===== src/rtl/ws2812_pkg.sv =====
// ----------------------------------------------------------------------------
// ws2812_pkg
// Shared definitions for the WS2812 stream encoder:
//   - ws_state_e : encoder state (LATCH, IDLE, SEND)
//   - DEF_*      : default bit timing for a 50 MHz clock
//   - cnt_width  : register width needed to hold 0..max_count-1 (never 0)
// ----------------------------------------------------------------------------
package ws2812_pkg;

   typedef enum logic [1:0] {
      LATCH = 2'd0,
      IDLE  = 2'd1,
      SEND  = 2'd2
   } ws_state_e;

   localparam int DEF_BITS    = 24;
   localparam int DEF_T_BIT   = 63;
   localparam int DEF_T0H     = 15;
   localparam int DEF_T1H     = 45;
   localparam int DEF_T_RESET = 15000;

   // Width of a counter running 0..max_count-1; a one-value counter still gets one bit.
   function automatic int cnt_width(input int max_count);
      return (max_count > 1) ? $clog2(max_count) : 1;
   endfunction

endpackage


===== src/rtl/ws2812_stream_tx_rz_bit_timer.sv =====
// ----------------------------------------------------------------------------
// rz_bit_timer
// Bit-cell counter for the RZ encoder. While run is high the counter steps
// 0..T_BIT-1 and wraps; while run is low it parks at 0 so the next cell
// always starts from a clean count.
// Ports:
//   clk, rst_n  : clock, asynchronous active-low reset
//   run         : a bit cell is in progress this cycle
//   bit_val     : value of the bit being sent (selects T1H or T0H)
//   cell_end    : counter is at the last cycle of the cell
//   level       : line level for the current count (pre-inversion)
// ----------------------------------------------------------------------------
module rz_bit_timer
   import ws2812_pkg::*;
#(
   parameter int T_BIT = DEF_T_BIT,
   parameter int T0H   = DEF_T0H,
   parameter int T1H   = DEF_T1H
)(
   input  logic clk,
   input  logic rst_n,
   input  logic run,
   input  logic bit_val,
   output logic cell_end,
   output logic level
);

   localparam int CNT_W = cnt_width(T_BIT);
   localparam logic [CNT_W-1:0] CNT_LAST = CNT_W'(T_BIT - 1);
   localparam logic [CNT_W-1:0] HIGH_0   = CNT_W'(T0H);
   localparam logic [CNT_W-1:0] HIGH_1   = CNT_W'(T1H);

   logic [CNT_W-1:0] cnt_r;
   logic [CNT_W-1:0] cnt_nx_s;

   // Next count: advance inside a running cell, wrap at its end, park at zero otherwise.
   always_comb begin
      cnt_nx_s = '0;
      if (run) begin
         if (cnt_r == CNT_LAST) begin
            cnt_nx_s = '0;
         end else begin
            cnt_nx_s = cnt_r + CNT_W'(1);
         end
      end else begin
         cnt_nx_s = '0;
      end
   end

   // Cell counter register.
   always_ff @(posedge clk or negedge rst_n) begin
      if (!rst_n) begin
         cnt_r <= '0;
      end else begin
         cnt_r <= cnt_nx_s;
      end
   end

   assign cell_end = (cnt_r == CNT_LAST);
   assign level    = (cnt_r < (bit_val ? HIGH_1 : HIGH_0));

endmodule


===== src/rtl/ws2812_stream_tx.sv =====
// ----------------------------------------------------------------------------
// ws2812_stream_tx
// Return-to-zero encoder for WS2812-class LED chains. Pixels arrive on a
// valid/ready stream, are sent MSB-first with programmable bit timing and
// every frame is closed by a low latch gap.
// Ports:
//   clk, rst_n  : clock, asynchronous active-low reset
//   pix_valid   : pixel available          pix_ready : pixel accepted this cycle
//   pix_data    : pixel, MSB sent first    pix_last  : last pixel of the frame
//   abort       : abandon the current frame and go to the latch gap
//   rz_out      : registered line output (inverted when INVERT = 1)
//   busy        : encoder not idle
//   frame_done  : pulse in the last cycle of a latch gap that closed a frame
//   underrun    : pulse in the pixel-boundary cycle when the stream starved
// ----------------------------------------------------------------------------
module ws2812_stream_tx
   import ws2812_pkg::*;
#(
   parameter int BITS    = DEF_BITS,
   parameter int T_BIT   = DEF_T_BIT,
   parameter int T0H     = DEF_T0H,
   parameter int T1H     = DEF_T1H,
   parameter int T_RESET = DEF_T_RESET,
   parameter bit INVERT  = 1'b0
)(
   input  logic            clk,
   input  logic            rst_n,
   input  logic            pix_valid,
   output logic            pix_ready,
   input  logic [BITS-1:0] pix_data,
   input  logic            pix_last,
   input  logic            abort,
   output logic            rz_out,
   output logic            busy,
   output logic            frame_done,
   output logic            underrun
);

   localparam int IDX_W   = cnt_width(BITS);
   localparam int LATCH_W = cnt_width(T_RESET);
   localparam logic [IDX_W-1:0]   IDX_LAST   = IDX_W'(BITS - 1);
   localparam logic [LATCH_W-1:0] LATCH_LAST = LATCH_W'(T_RESET - 1);

   generate
      if (!(BITS >= 1 && T0H >= 1 && T0H < T1H && T1H < T_BIT && T_RESET >= 1)) begin : g_param_check
         $error("ws2812_stream_tx: illegal BITS/T0H/T1H/T_BIT/T_RESET combination");
      end
   endgenerate

   ws_state_e          state_r,     state_nx_s;
   logic [LATCH_W-1:0] latch_cnt_r, latch_cnt_nx_s;
   logic [IDX_W-1:0]   bit_idx_r,   bit_idx_nx_s;
   logic [BITS-1:0]    shreg_r,     shreg_nx_s;
   logic               last_q_r,    last_q_nx_s;
   logic               flag_r,      flag_nx_s;
   logic               rz_out_r;
   logic               busy_r;
   logic               frame_done_r;

   logic cell_end_s;
   logic level_s;
   logic run_s;
   logic boundary_s;
   logic pix_ready_s;
   logic hs_s;
   logic line_s;
   logic frame_done_nx_s;

   // The timer only runs during an un-aborted SEND cycle, so it sits at 0 when a pixel loads.
   assign run_s = (state_r == SEND) && !abort;

   rz_bit_timer #(
      .T_BIT (T_BIT),
      .T0H   (T0H),
      .T1H   (T1H)
   ) u_timer (
      .clk      (clk),
      .rst_n    (rst_n),
      .run      (run_s),
      .bit_val  (shreg_r[BITS-1]),
      .cell_end (cell_end_s),
      .level    (level_s)
   );

   // Last cycle of the last bit of the current pixel.
   assign boundary_s  = (state_r == SEND) && cell_end_s && (bit_idx_r == IDX_LAST);
   // Abort gates ready so a simultaneous offer is never consumed.
   assign pix_ready_s = ((state_r == IDLE) || (boundary_s && !last_q_r)) && !abort;
   assign hs_s        = pix_valid && pix_ready_s;
   assign line_s      = run_s && level_s;

   // Next-state, datapath and frame-flag logic.
   always_comb begin
      state_nx_s     = state_r;
      latch_cnt_nx_s = latch_cnt_r;
      bit_idx_nx_s   = bit_idx_r;
      shreg_nx_s     = shreg_r;
      last_q_nx_s    = last_q_r;
      flag_nx_s      = flag_r;
      case (state_r)
         LATCH: begin
            if (latch_cnt_r == LATCH_LAST) begin
               state_nx_s     = IDLE;
               latch_cnt_nx_s = '0;
               flag_nx_s      = 1'b0;
            end else begin
               latch_cnt_nx_s = latch_cnt_r + LATCH_W'(1);
            end
         end
         IDLE: begin
            if (abort) begin
               state_nx_s     = LATCH;
               latch_cnt_nx_s = '0;
            end else if (hs_s) begin
               state_nx_s   = SEND;
               shreg_nx_s   = pix_data;
               last_q_nx_s  = pix_last;
               bit_idx_nx_s = '0;
            end else begin
               state_nx_s = IDLE;
            end
         end
         SEND: begin
            if (abort) begin
               state_nx_s     = LATCH;
               latch_cnt_nx_s = '0;
               flag_nx_s      = 1'b1;
            end else if (cell_end_s) begin
               if (bit_idx_r == IDX_LAST) begin
                  if (last_q_r) begin
                     state_nx_s     = LATCH;
                     latch_cnt_nx_s = '0;
                     flag_nx_s      = 1'b1;
                  end else if (hs_s) begin
                     shreg_nx_s   = pix_data;
                     last_q_nx_s  = pix_last;
                     bit_idx_nx_s = '0;
                  end else begin
                     // Starved mid-frame: terminate the partial frame with a latch gap.
                     state_nx_s     = LATCH;
                     latch_cnt_nx_s = '0;
                     flag_nx_s      = 1'b1;
                  end
               end else begin
                  shreg_nx_s   = shreg_r << 1'b1;
                  bit_idx_nx_s = bit_idx_r + IDX_W'(1);
               end
            end else begin
               state_nx_s = SEND;
            end
         end
         default: begin
            state_nx_s     = LATCH;
            latch_cnt_nx_s = '0;
            flag_nx_s      = 1'b0;
         end
      endcase
   end

   // frame_done is registered one cycle ahead so it is high during the final LATCH cycle.
   assign frame_done_nx_s = (state_nx_s == LATCH) && (latch_cnt_nx_s == LATCH_LAST) && flag_nx_s;

   // State, datapath and output registers.
   always_ff @(posedge clk or negedge rst_n) begin
      if (!rst_n) begin
         state_r      <= LATCH;
         latch_cnt_r  <= '0;
         bit_idx_r    <= '0;
         shreg_r      <= '0;
         last_q_r     <= 1'b0;
         flag_r       <= 1'b0;
         rz_out_r     <= INVERT;
         busy_r       <= 1'b1;
         frame_done_r <= 1'b0;
      end else begin
         state_r      <= state_nx_s;
         latch_cnt_r  <= latch_cnt_nx_s;
         bit_idx_r    <= bit_idx_nx_s;
         shreg_r      <= shreg_nx_s;
         last_q_r     <= last_q_nx_s;
         flag_r       <= flag_nx_s;
         rz_out_r     <= line_s ^ INVERT;
         busy_r       <= (state_nx_s != IDLE);
         frame_done_r <= frame_done_nx_s;
      end
   end

   assign pix_ready  = pix_ready_s;
   assign rz_out     = rz_out_r;
   assign busy       = busy_r;
   assign frame_done = frame_done_r;
   assign underrun   = boundary_s && !last_q_r && !pix_valid && !abort;

endmodule


===== config.mk =====
export PLATFORM = sky130hd
export DESIGN_NAME = ws2812_stream_tx
export DESIGN_NICKNAME = d
export VERILOG_FILES = /design/src/rtl/ws2812_pkg.sv /design/src/rtl/ws2812_stream_tx_rz_bit_timer.sv /design/src/rtl/ws2812_stream_tx.sv
export SDC_FILE = /design/constraint.sdc
export NUM_CORES = 1
export LEC_CHECK = 0
export CAP_MARGIN = 0
export CORE_MARGIN = 4
export CORE_UTILIZATION = 50
export DETAILED_ROUTE_END_ITERATION = 6
export PLACE_DENSITY_LB_ADDON = 0.2
export REMOVE_ABC_BUFFERS = 1
export SKIP_CTS_REPAIR_TIMING = 1
export SLEW_MARGIN = 10
export SYNTH_ARGS = -nofsm -noshare
export SYNTH_HDL_FRONTEND = slang
export SYNTH_HIERARCHICAL = 1
export SYNTH_SLANG_ARGS = --single-unit

===== constraint.sdc =====
create_clock -name clk -period 6 [get_ports clk]
set_input_delay 0.9 -clock clk [delete_from_list [all_inputs] [get_ports clk]]
set_output_delay 0.9 -clock clk [all_outputs]
set_load 0.03 [all_outputs]

### After elaboration in Yosys (flattened, before gate mapping)

Index checks and enable logic that the tools add are counted.

* $add $sub $neg: 3
* magnitude comparators: 1
* equal/unequal tests: 13
* multiplexer cells: 49
* reductions and logical operators: 20

Operator list (number)
* 24-bit two-way mux: 6
* 14-bit two-way mux: 7
* 24-bit one-hot mux with 2 select lines: 1
* 14-bit one-hot mux with 3 select lines: 1
* 5-bit two-way mux: 6
* 14-bit equality test, second input constant: 2
* 6-bit two-way mux: 3
* 2-bit two-way mux: 8
* 14-bit by 1-bit adder with 14-bit output, second input constant: 1
* 1-bit two-way mux: 13
* 1-bit logical AND: 11
* 5-bit one-hot mux with 2 select lines: 1
* 2-bit != test, second input constant: 4
* 6-bit by 1-bit adder with 6-bit output, second input constant: 1
* 6-bit equality test, second input constant: 1
* 6-bit less-than comparator: 1
* 2-bit one-hot mux with 3 select lines: 1
* 6-bit AND reduction: 1
* 5-bit by 1-bit adder with 5-bit output, second input constant: 1
* 5-bit equality test, second input constant: 1
* 5-bit AND reduction: 1
* 2-bit logical NOT: 2
* 2-bit by 1-bit != test with 1-bit output, second input constant: 2
* 1-bit logical NOT: 3
* 7 further kinds: 7

* bits in registers: 56
* bits of input ports: 29
* logic and storage cells: 96

### Longest topological paths before layout

* word-level depth: 16
* mapped depth: 10
* gate-level depth less buffers: 10

### Modules after synthesis

Netlist, hierarchy kept.

Modules (own cells, without submodules)
* ws2812_stream_tx: times used 1, cells each 289, area each 2628.8 sq um, sequential area each 1252.5 sq um
* rz_bit_timer: times used 1, cells each 34, area each 336.6 sq um, sequential area each 150.1 sq um

### Worst setup path before layout

OpenSTA, ideal clock, no wires.

* path kind: input -> output
* start: in abort
* end: out underrun
* arrival: 2.098 ns
* required time: 5.100 ns
* setup slack: 3.002 ns
* stages: 2
* path buffers: 1
* cell sequence: clkbuf_1 -> nor4_1

* word-level cells in the longest chain between the ends: 2

RTL lines
* start, declared: RTL line ws2812_stream_tx.sv:32 `input logic abort,`
* 1-bit logical NOT: RTL line ws2812_stream_tx.sv:192 `assign underrun = boundary_s && !last_q_r && !pix_valid && !abort;`
* 1-bit logical AND: RTL line ws2812_stream_tx.sv:192
* end, declared: RTL line ws2812_stream_tx.sv:36 `output logic underrun`

Every way passes these cells.

### Final worst setup path

* start: reg u_timer.cnt_r[0]
* end: out pix_ready

* word-level cells in the longest chain between the ends: 6

RTL lines
* start, declared: RTL line ws2812_stream_tx_rz_bit_timer.sv:33 `logic [CNT_W-1:0] cnt_r;`
* start signal, assigned: RTL line ws2812_stream_tx_rz_bit_timer.sv:55 `cnt_r <= cnt_nx_s;`
* 6-bit equality test: RTL line ws2812_stream_tx_rz_bit_timer.sv:59 `assign cell_end = (cnt_r == CNT_LAST);`
* via cell_end_s: RTL line ws2812_stream_tx.sv:60 `logic cell_end_s;`
* 1-bit logical AND (2 in series): RTL line ws2812_stream_tx.sv:86 `assign boundary_s = (state_r == SEND) && cell_end_s && (bit_idx_r == IDX_LAST);`
* 1-bit logical AND: RTL line ws2812_stream_tx.sv:88 `assign pix_ready_s = ((state_r == IDLE) || (boundary_s && !last_q_r)) && !abort;`
* 1-bit logical OR: RTL line ws2812_stream_tx.sv:88
* 1-bit logical AND: RTL line ws2812_stream_tx.sv:88
* end, declared: RTL line ws2812_stream_tx.sv:29 `output logic pix_ready,`

The timed path passes the listed nets, and every way through them passes these cells.

==> impl_metrics.tcl <==
set metrics [dict create \
    status "finished, final reports clean" \
    io_pins 34 \
    clockRootBuffer "clkbuf_8" \
    holdWs_ps 510 \
    fin_crit_ps 3540 \
    grt_pass1_vias 2390 \
    grt-ovfl-total 0 \
    ir_worst_vdd_uv 170 \
    path_class "flip-flop to output port" \
    grt_usage_pct 18.6 \
    drive_gt1_share_pct 8.83 \
    die_area_um2 7230 \
    finClkSkew_ps 9.65 \
    p_sw_share_pct 31.1 \
    port_buffers 33 \
    relSlewSlack_pct 36.6 \
    ys_async_sr_fraction_pct 100 \
    cts_tree "done" \
    synth_flop_cell "dfrtp_1" \
    cp_max_fo 7 \
    die_width_um 85.0 \
    finalSetupViolations 0 \
    hp-class "flip-flop to flip-flop" \
    syn_inst 323 \
    antenna_left 0 \
    rsz0062_at_grt "false" \
    synth_edf_count 0 \
    h-tree-depth 2 \
    pwr-share-clk_pct 26.0 \
    fp.dieH_um 85.0 \
    start_util_pct 52.6 \
    multi_input_area_um2 1460 \
    antenna_cells 0 \
    ys_types 60 \
    setup_tns_ps 0 \
    insertion_delay_ps 310 \
    p_int_mw 0.564 \
    rows 27 \
    drtIter0Drc 125 \
    nets 385 \
    wl_mm 6.40 \
    viasPerCell 5.88 \
    synth_warnings 6 \
    drt-wirelength-per-cell_um 15.1 \
    fill_cells 500 \
    ys_seq_elements 56 \
    dr.pass1.iters 4 \
    worst_slew_pin_slew_ps 951 \
    cap_violations 0 \
    antenna_found_initial 0 \
    core_area_um2 5640 \
    slew_violations 0 \
    seq_area_um2 1400 \
    cp-start-kind "flip-flop" \
    combinationalPowerShare_pct 17.2 \
    max_freq_mhz 282 \
    p_sw_mw 0.255 \
    drt_drc_violations_left 0 \
    num_vias 2486 \
    dpl.hpwl_mm 4.44 \
    leakagePower_nw 1.55 \
    ys_seq_area_share_pct 47.3 \
    clk_path_buf_depth 2 \
    area_growth_pct 15.9 \
    path_clk_slew_ps 110 \
    pwr-share-seq_pct 56.9 \
    power.density_nw_per_um2 238 \
    syn_area_um2 2970 \
    finalHoldViolCount 0 \
    numCtsBuffers 5 \
    endpoint_kind "output port" \
    cts_sinks 56 \
    final_cell_mix "64 x nor2_1, 55 x dfrtp_1, 32 x clkdlybuf4s50_1" \
    critical_path_arrival_ps 2640 \
    fin_crit_sh_pct 59.0 \
    final_common_cell "nor2_1" \
    totalPowerFinal_mw 0.819 \
    grt_pass1_wl_mm 11.1 \
    synth_area_per_cell_um2 9.18 \
    gp_congestion 0.816 \
    worstPathRequired_ps 5100 \
    grt_max_degree 57 \
]
## cell usage after synthesis (2+ instances only)
cell type / n / share of area, %
o22ai_1: 21 / 4.4
or2_2: 3 / 0.63
and2_1: 3 / 0.63
a211o_1: 3 / 0.89
dfrtp_1: 55 / 46
o32ai_1: 3 / 0.89
nand3_1: 11 / 1.9
nor2_1: 64 / 8.1
o31ai_1: 3 / 0.76
nand2_1: 19 / 2.4
clkbuf_1: 13 / 1.6
nor3_1: 6 / 1.0
xor2_1: 3 / 0.89
ha_1: 6 / 2.5
nand2b_1: 5 / 1.1
a211oi_1: 3 / 0.76
and3_2: 2 / 0.51
inv_1: 11 / 1.4
o21bai_1: 3 / 0.76
a21oi_1: 8 / 1.4
a31oi_1: 5 / 1.1
a41oi_1: 3 / 0.89
or3_1: 3 / 0.63
and3_1: 4 / 0.84
nand4_1: 4 / 0.84
o21ai_0: 21 / 3.5
nand4b_1: 3 / 0.89
nand3b_1: 2 / 0.51
nor2b_1: 2 / 0.42
## final timing paths
kind,from,endpoint,slack (ps),cells after the start
worst max-delay path,u_timer/cnt_r[0]$_DFF_PN0_,pix_ready,2460,7
worst min-delay path,shreg_r[16]$_DFFE_PN0P_,shreg_r[16]$_DFFE_PN0P_,510,2
worst max register to register,u_timer/cnt_r[0]$_DFF_PN0_,bit_idx_r[3]$_DFFE_PN0P_,2990,9
worst min register to register,shreg_r[16]$_DFFE_PN0P_,shreg_r[16]$_DFFE_PN0P_,510,2
max in group asynchronous,rst_n,flag_r$_DFF_PN0_,4840,2
min in group asynchronous,rst_n,shreg_r[2]$_DFFE_PN0P_,710,2
## power by group through the flow
| stage | sequential, mW | clock (mW) | combinational, mW |
|---|---|---|---|
| CTS | 0.464 | 0.217 | 0.142 |
| floorplan | 0.457 | 0 | 0.0937 |
| detailed placement | 0.471 | 0 | 0.141 |
| finish | 0.466 | 0.212 | 0.141 |
| global placement | 0.471 | 0 | 0.135 |
| global route | 0.475 | 0.236 | 0.159 |
## registers in the layout, indices dropped and copies added, names as in the netlist
register       cells
bit_idx_r          5
latch_cnt_r       14
busy               1
frame_done         1
rz_out             1
shreg_r           24
flag_r             1
u_timer/cnt_r      6
last_q_r           1
state_r            2
## stage by stage
stage	instances	utilization [%]	area [um2]	worst slack, ps
final	423	60.9	3440	2460
after global placement	415	59.3	3350	2600
after floorplan	307	-	2900	2830
after global routing	423	60.9	3440	2250
after CTS	423	60.9	3440	2480
after detailed placement	415	59.3	3350	2550
## logic make-up after synthesis
group / count (synthesis) / synth area share (%)
AND/OR/NAND/NOR: 144 / 25.2
AO/OA/AOI/OAI: 86 / 20.1
flip-flops: 56 / 47.3
buffers and inverters: 27 / 3.71
adder cells (fa/ha/maj): 6 / 2.53
XOR/XNOR: 4 / 1.18
## critical path: stages (launching register included)
cell             delay [ps]
dfrtp_1                 460
inv_1                    80
ha_1                    170
nand2_1                  90
nor2_1                  420
a41oi_1                 280
nor2_1                  150
clkdlybuf4s50_1         690
## metal layers
layer  share of wire [%]  vias to the layer above  track usage [%]
li1                    -                     1229                -
met1                  47                     1183             25.0
met4                 1.0                        0             4.89
met2                  47                       67             30.5
met5                   0                        -                0
met3                 4.6                        7             3.69
## cell type report
class                      instances  area share, %
tap                               72           2.62
sequential                        56           40.8
clock buffer                       5           2.00
timing repair buffer              36           10.1
clock inverter                     3          0.691
multi-input combinational        240           42.6
inverter                          11           1.20
Note: power is estimated with default switching activity, not from simulation.
